**config.mk**
```make
export PLATFORM = sky130hd
export DESIGN_NAME = rr_arbiter4
export DESIGN_NICKNAME = d
export VERILOG_FILES = /design/src/rtl/rr_arbiter4.sv
export SDC_FILE = /design/constraint.sdc
export NUM_CORES = 1
export LEC_CHECK = 0
export CORE_MARGIN = 1
export CORE_UTILIZATION = 39
export DETAILED_ROUTE_END_ITERATION = 8
export GPL_ROUTABILITY_DRIVEN = 0
export PLACE_DENSITY_LB_ADDON = 0.25
export SYNTH_ARGS = -nofsm -noshare
export SYNTH_HDL_FRONTEND = slang
export SYNTH_SLANG_ARGS = --single-unit
```
**constraint.sdc**
```tcl
create_clock -name clk -period 2.9 [get_ports clk]
set_input_delay 0.58 -clock clk [delete_from_list [all_inputs] [get_ports clk]]
set_output_delay 0.58 -clock clk [all_outputs]
set_load 0.01 [all_outputs]
```
**src/rtl/rr_arbiter4.sv**
```systemverilog
// Four-requester round-robin arbiter with registered one-hot grant, hold
// timeout and a forced idle cycle between consecutive grants.
module rr_arbiter4 #(
    parameter int MAX_HOLD = 16,
    parameter int CNT_W    = 8
) (
    input  logic       clk,
    input  logic       rst_n,
    input  logic [3:0] REQ,
    input  logic       DONE,
    output logic [3:0] GNT,
    output logic [1:0] GNT_ID,
    output logic       GNT_VALID,
    output logic       TIMEOUT_ERR,
    output logic [0:0] o_dbg_state,
    output logic [1:0] o_dbg_ptr
);

    localparam logic [0:0] ST_IDLE = 1'b0;
    localparam logic [0:0] ST_BUSY = 1'b1;

    localparam logic [CNT_W-1:0] HOLD_LAST = CNT_W'(MAX_HOLD - 1);
    localparam logic             TO_EN     = (MAX_HOLD != 0);

    logic [0:0]       r_state;
    logic [1:0]       r_ptr;
    logic [CNT_W-1:0] r_cnt;
    logic [3:0]       r_gnt;
    logic [1:0]       r_gnt_id;
    logic             r_gnt_valid;
    logic             r_timeout_err;

    logic [1:0] w_win;
    logic       w_found;
    logic       w_rel_normal;
    logic       w_rel_timeout;

    // Search from the pointer upward (mod 4); the first active request wins.
    always_comb begin
        w_win   = 2'd0;
        w_found = 1'b0;
        for (int k = 0; k < 4; k++) begin
            if (!w_found && REQ[r_ptr + 2'(k)]) begin
                w_win   = r_ptr + 2'(k);
                w_found = 1'b1;
            end
        end
    end

    assign w_rel_normal  = DONE || !REQ[r_gnt_id];
    assign w_rel_timeout = !w_rel_normal && TO_EN && (r_cnt == HOLD_LAST);

    always_ff @(posedge clk or negedge rst_n) begin
        if (!rst_n) begin
            r_state       <= ST_IDLE;
            r_ptr         <= 2'd0;
            r_cnt         <= '0;
            r_gnt         <= 4'b0000;
            r_gnt_id      <= 2'd0;
            r_gnt_valid   <= 1'b0;
            r_timeout_err <= 1'b0;
        end else begin
            r_timeout_err <= 1'b0;
            case (r_state)
                ST_IDLE: begin
                    if (w_found) begin
                        r_gnt       <= 4'b0001 << w_win;
                        r_gnt_id    <= w_win;
                        r_gnt_valid <= 1'b1;
                        r_cnt       <= '0;
                        r_state     <= ST_BUSY;
                    end
                end
                ST_BUSY: begin
                    if (w_rel_normal || w_rel_timeout) begin
                        r_gnt         <= 4'b0000;
                        r_gnt_id      <= 2'd0;
                        r_gnt_valid   <= 1'b0;
                        r_ptr         <= r_gnt_id + 2'd1;
                        r_state       <= ST_IDLE;
                        r_timeout_err <= w_rel_timeout;
                    end else if (r_cnt != {CNT_W{1'b1}}) begin
                        // Saturates so an unlimited hold never wraps the count.
                        r_cnt <= r_cnt + 1'b1;
                    end
                end
                default: r_state <= ST_IDLE;
            endcase
        end
    end

    assign GNT         = r_gnt;
    assign GNT_ID      = r_gnt_id;
    assign GNT_VALID   = r_gnt_valid;
    assign TIMEOUT_ERR = r_timeout_err;
    assign o_dbg_state = r_state;
    assign o_dbg_ptr   = r_ptr;

endmodule

```
==> results of run 1 <==
[per-stage QoR]
stage / area, sq um / instances / total power [mW]
detailed placement: 1280 / 147 / 0.952
CTS: 1310 / 151 / 1.09
global route: 1310 / 151 / 1.17
finish: 1310 / 151 / 1.09
global placement: 1280 / 147 / 0.945
floorplan: 1080 / 101 / 0.739
[layout make-up]
cell class / count / share of cell area [%]
multi-input cells: 75 / 43.5
flip-flops and latches: 19 / 36.3
repair buffers: 19 / 14.1
well taps: 30 / 2.87
clock buffers: 3 / 1.72
inverters: 4 / 1.15
clock inverters: 1 / 0.382
[per-layer routing]
metal  up-vias  share of wire, %
li1        436                 -
met1       430                51
met2        24                44
met3         4               3.5
met4         0               1.3
met5         -                 0
[cell usage in the layout (no fill, tap or decap), drive strengths merged, types with 3 or more instances in the layout]
| cell | synthesis | final |
|---|---|---|
| dfrtp | 19 | 19 |
| nand2 | 9 | 9 |
| or4 | 4 | 4 |
| clkbuf | 0 | 3 |
| nor2 | 5 | 5 |
| a21oi | 6 | 6 |
| clkdlybuf4s50 | 0 | 17 |
| nand2b | 3 | 3 |
| mux2i | 5 | 5 |
| nand3 | 3 | 3 |
| o31ai | 4 | 4 |
| inv | 4 | 4 |
[sequential cells by signal, indices dropped and copies added (netlist names)]
| name | flops |
|---|---|
| TIMEOUT_ERR | 1 |
| o_dbg_state | 1 |
| r_cnt | 8 |
| GNT | 4 |
| o_dbg_ptr | 2 |
| GNT_ID | 2 |
| GNT_VALID | 1 |
[final timing paths]
check / startpoint / end / cells after the start
max: REQ[3] / r_cnt[6] / 6
min: GNT_VALID / GNT_VALID / 1
max reg2reg: r_cnt[0] / GNT[1] / 5
min reg2reg: GNT_VALID / GNT_VALID / 1
max in group asynchronous: rst_n / GNT[2] / 1
min in group asynchronous: rst_n / r_cnt[6] / 1
[logic make-up after synthesis]
kind of cell,Yosys count
AND/OR/NAND/NOR,34
AO/OA/AOI/OAI,32
flip-flops,19
buffers and inverters,7
multiplexers,7
XOR/XNOR,1
adder cells (fa/ha/maj),1
[Yosys cell counts (2+ instances only)]
cell type   n
a21oi_1     5
a32o_1      2
buf_4       2
dfrtp_1    19
inv_1       4
mux2_4      2
mux2i_1     5
nand2_1     9
nand2b_1    3
nand3_1     2
nor2_1      4
nor3_1      2
o211a_1     2
o22ai_1     2
o311ai_1    2
o31ai_1     4
o32ai_1     2
or4_1       3
[worst max-delay path, delay by kind of cell]
family,cells,cell delay [ns]
buf+inv,2,0.74
simple gates,1,0.50
compound gates,2,0.36
mux,1,0.12
[report_power, final]
part	total [mW]	leakage, nW	internal [mW]	switching, mW
logic	0.515	0.274	0.282	0.233
registers	0.434	0.249	0.338	0.0958
clock network	0.138	0.0177	0.0515	0.0863
total	1.09	0.541	0.672	0.415
==> run metrics, run 1 <==
1st-pass router iterations=4; Synth area leaders=dfrtp_1, mux2i_1, nand2_1; Hold Fails Final Rpt=0; die width=54.6 um; Syn Inst Count=101; worst skew pair latency=0.30 ns; Post-Route Hold Slack=around 0.50 ns; slowest stage delay, CP=between 0.5 and 0.6 ns; Slew Viols, Final=0; global routing met1 resource utilization=25.2%; outcome=finished, final reports clean; vias in the first global route=between 800 and 900; post-DP HPWL=1690 um; largest family of logic cells by synthesized area=compound AO/OA/AOI/OAI gates; drt initial violations=21; fin crit period=2.11 ns; Resized Gates After CTS=0; gr ovfl total=0; antenna violations before repair=0; final net count=130; Buffers on Ports=17; CTS max path bufs=2; Compound-Gate Fraction of Synth Area=between 20% and 30%; Seq/Total Area, Yosys=44.0%; CTS buffer count=3; share of the synthesized area in the top cell type=~44%; core footprint=about 0.0025 sq mm; Adder-Cell Fraction of Synth Area=1.16%; Crit-path slowest cell=clkdlybuf4s50_1; multi-input logic area=approximately 570 sq um; wire per inst=15.0 um; Worst setup SP type=primary input; most used routing layer=met2; post-synth top area cell=dfrtp_1; # clock sinks=19; CTS tree=built; Vias=894; post-route setup TNS=0 ns; Synth Area per Inst=10.7 sq um; Yosys warning total=0; CTS H-tree depth=1; worst path cell trace=clkdlybuf4s50_1 -> mux2i_1 -> a2bb2oi_1 -> buf_4 -> or4_1 -> o211a_1; Initial Util=a little over two fifths; Rel. slew slack=43.5%; Post-CTS Setup Bufs=0; fill count=233; Worst Path Required=3.11 ns; Ports=18; Seq. cell area=475 sq um; Fin Clk Skew=0.00369 ns; Worst EP arrival=2.32 ns; clock transition time at the flip-flop clock pins of the worst setup and hold paths=0.11 ns; ant diodes=0; Setup CP Type=primary input to register; post-synth net total=109; num rows=18; max-cap violations=0; crit path setup slack, layout=0.788 ns; count of cell types in the netlist=45; met2 Resource Use GR=26.3%; CTS Hold Bufs=0; Hold Crit Class=register to register; final core utilization=about half; share of synthesized registers carrying an async set or reset=100%; EDFF count, synth=0; RSZ-0062 raised after global routing=false; CTS root buf=clkbuf_4; first-pass GRT wire length=3740 um; Area Overhead vs Synth=21.3%; period utilization=72.8%; pin slew with the least headroom to its limit=about 0.84 ns; pin count of the biggest net entering global routing=20; GR Util met3=2.78%; post-synthesis mux area share=around 7.4%; Post-Synthesis Cell Area=~0.0011 sq mm; WL final=2270 um; maximum clock rate=roughly 470 MHz; XOR/XNOR share of the synthesized area=0.811%; CP Capture Type=register; post-synthesis register bit count=19; drt drc=0; total track usage=17.7%; pwr/cell area=830 mW/mm^2; simple-gate share of the synthesized area=18.5%; die height=54.6 um; final setup violation count=0; worst vdd ir=0.605 mV; Post-DRT Antenna Nets=0; Crit Path Max Fanout=15; Via density=5.92; prevailing post-synth register cell=dfrtp_1; Place WS=0.458 ns; Register-to-Register Setup Slack=0.98 ns; leak pwr=0.541 nW; DIE AREA=0.00298 sq mm; layout cells sized above 1=12.4%
(Power assumes the default switching activity.)
==> run 2, diff against run 1 <==
==> constraint.sdc (replaced) <==
create_clock -name clk -period 2 [get_ports clk]
set_input_delay 0.4 -clock clk [delete_from_list [all_inputs] [get_ports clk]]
set_output_delay 0.4 -clock clk [all_outputs]
set_load 0.01 [all_outputs]
==> run metrics, run 2 (synthesized netlist as in run 1, its figures left out) <==
total track usage=18.5% (+0.78 points); leak pwr=0.608 nW (+12%); RSZ-0062 raised after global routing=false; CTS root buf=clkbuf_4; Ports=18 (unchanged); worst skew pair latency=0.30 ns (about the same); pin slew with the least headroom to its limit=0.551 ns (-0.294 ns); CTS max path bufs=2 (unchanged); die height=54.6 um (unchanged); # clock sinks=19 (unchanged); Rel. slew slack=63.0% (+19 points); terminus of the critical flop-to-flop path=GNT[3]; Fin Clk Skew=0.00579 ns (+0.00211 ns); most common cell after layout, fill and taps aside=dfrtp_1; fin crit period=1.86 ns; Initial Util=42.4% (unchanged); gr ovfl total=0 (unchanged); Worst EP arrival=2.06 ns (-0.26 ns); Post-DRT Antenna Nets=0 (unchanged); Comb power frac=53.4% (+6.0 points); vias in the first global route=874 (+3.8%); drt drc=0 (unchanged); Place WS=-0.179 ns (-0.637 ns); Slew Viols, Final=0 (unchanged); outcome=finished, final reports clean; Top reg by flops=r_cnt; Crit Path Max Fanout=8 (-7); period utilization=93.0%; Setup CP Type=primary input to register; maximum clock rate=538 MHz; final net count=145 (+12%); post-route setup TNS=0 ns (unchanged); Area Overhead vs Synth=31.6%; Register-to-Register Path Depth=5 (unchanged); final setup violation count=0 (unchanged); Buffers on Ports=17 (unchanged); CTS H-tree depth=1 (unchanged); commonest non-fill, non-tap cells in the layout=dfrtp_1, clkdlybuf4s50_1, buf_4, nand2_1; Hold Crit Class=primary input to asynchronous set/reset pin; drt initial violations=14 (-33%); CTS tree=built; first-pass GRT wire length=3870 um (+3.5%); post-DP HPWL=1860 um (+9.8%); layout cells sized above 1=21.3% (+8.9 points); max FFs per register=8 (unchanged); pwr/cell area=1200 mW/mm^2 (+45%); WL final=2460 um (+8.3%); internal power=1.08 mW (+60%); Vias=939 (+5.0%); clock share of power=11.5% (-1.2 points); crit path setup slack, layout=0.140 ns (-0.648 ns); Net Sw Frac=36.9% (-1.3 points); Worst Path Required=2.20 ns (-0.91 ns); pin count of the biggest net entering global routing=20 (unchanged); CTS Hold Bufs=0 (unchanged); Hold Fails Final Rpt=0 (unchanged); Post-CTS Setup Bufs=0 (unchanged); Register-to-Register Setup Slack=0.19 ns (-0.79 ns); ant diodes=0 (unchanged); Flop pwr share=35.1% (-4.8 points); 1st-pass router iterations=4 (unchanged); CTS buffer count=3 (unchanged); die width=54.6 um (unchanged); DIE AREA=0.00298 sq mm (unchanged); antenna violations before repair=0 (unchanged); CP Capture Type=register; wire per inst=14.8 um (-1.5%); core footprint=0.00254 sq mm (unchanged); Via density=5.66 (-4.5%); Worst setup SP type=primary input; Critical R2R Launch=r_cnt[4]; clock transition time at the flip-flop clock pins of the worst setup and hold paths=0.11 ns (about the same); max-cap violations=0 (unchanged); net switching power=0.628 mW (+52%); Resized Gates After CTS=0 (unchanged); worst vdd ir=0.820 mV (+36%); num rows=18 (unchanged)
## run 2: cell count changes in the layout (fill, tap and decap cells not counted), sizes merged
cell,previous run,this run
clkinv,1,0
buf,2,17
clkbuf,3,4
## run 2: final cells by class
cell class              count  area [sq um]
fillers                   238          1120
multi-input cells          75           569
flip-flops and latches     19           475
repair buffers             34           298
well taps                  30          37.5
clock buffers               4          26.3
inverters                   4          15.0
## run 2: layer usage
layer	track usage (%)	up-vias	part of all wire, %
met5	0	-	0
met4	3.85	0	0.49
met3	5.83	2	3.6
met2	28.5	16	45
met1	25.2	457	51
li1	-	464	-
## run 2: stage by stage
step / hold slack [ns] / std cells / instance area, sq um / utilization [%] / power, mW
floorplan: 0.104 / 101 / 1080 / - / 1.07
global placement: 0.466 / 162 / 1400 / 54.8 / 1.49
detailed placement: 0.468 / 162 / 1400 / 54.8 / 1.51
CTS: 0.423 / 166 / 1420 / 55.9 / 1.72
global route: 0.465 / 166 / 1420 / 55.9 / 1.82
finish: 0.416 / 166 / 1420 / 55.9 / 1.70
## run 2: worst max-delay path, cell delays in order
cell and delay, ns:
clkdlybuf4s50_1 0.45, nand3b_1 0.19, a2bb2oi_1 0.14, buf_4 0.16, or4_1 0.51, o211a_1 0.22
## run 2: worst max path at each step
stage / start / to / slack (ns) / cells past startpoint
final: DONE / r_cnt[6] / 0.14 / 6
after floorplan: r_cnt[0] / o_dbg_ptr[1] / 0.28 / 5
after global placement: DONE / r_cnt[6] / -0.12 / 6
after CTS: DONE / r_cnt[6] / 0.14 / 6
after detailed placement: DONE / r_cnt[6] / -0.18 / 6
after global routing: o_dbg_ptr[1] / o_dbg_ptr[1] / 0.10 / 1
## run 2: power groups by stage
| stage | Sequential (mW) | Combinational [mW] | Clock, mW |
|---|---|---|---|
| 2_1_floorplan | 0.651 | 0.421 | 0 |
| 3_3_place_gp | 0.599 | 0.888 | 0 |
| 3_5_place_dp | 0.606 | 0.907 | 0 |
| 4_1_cts | 0.599 | 0.912 | 0.205 |
| 5_1_grt | 0.616 | 0.986 | 0.221 |
| 6_report | 0.598 | 0.911 | 0.196 |
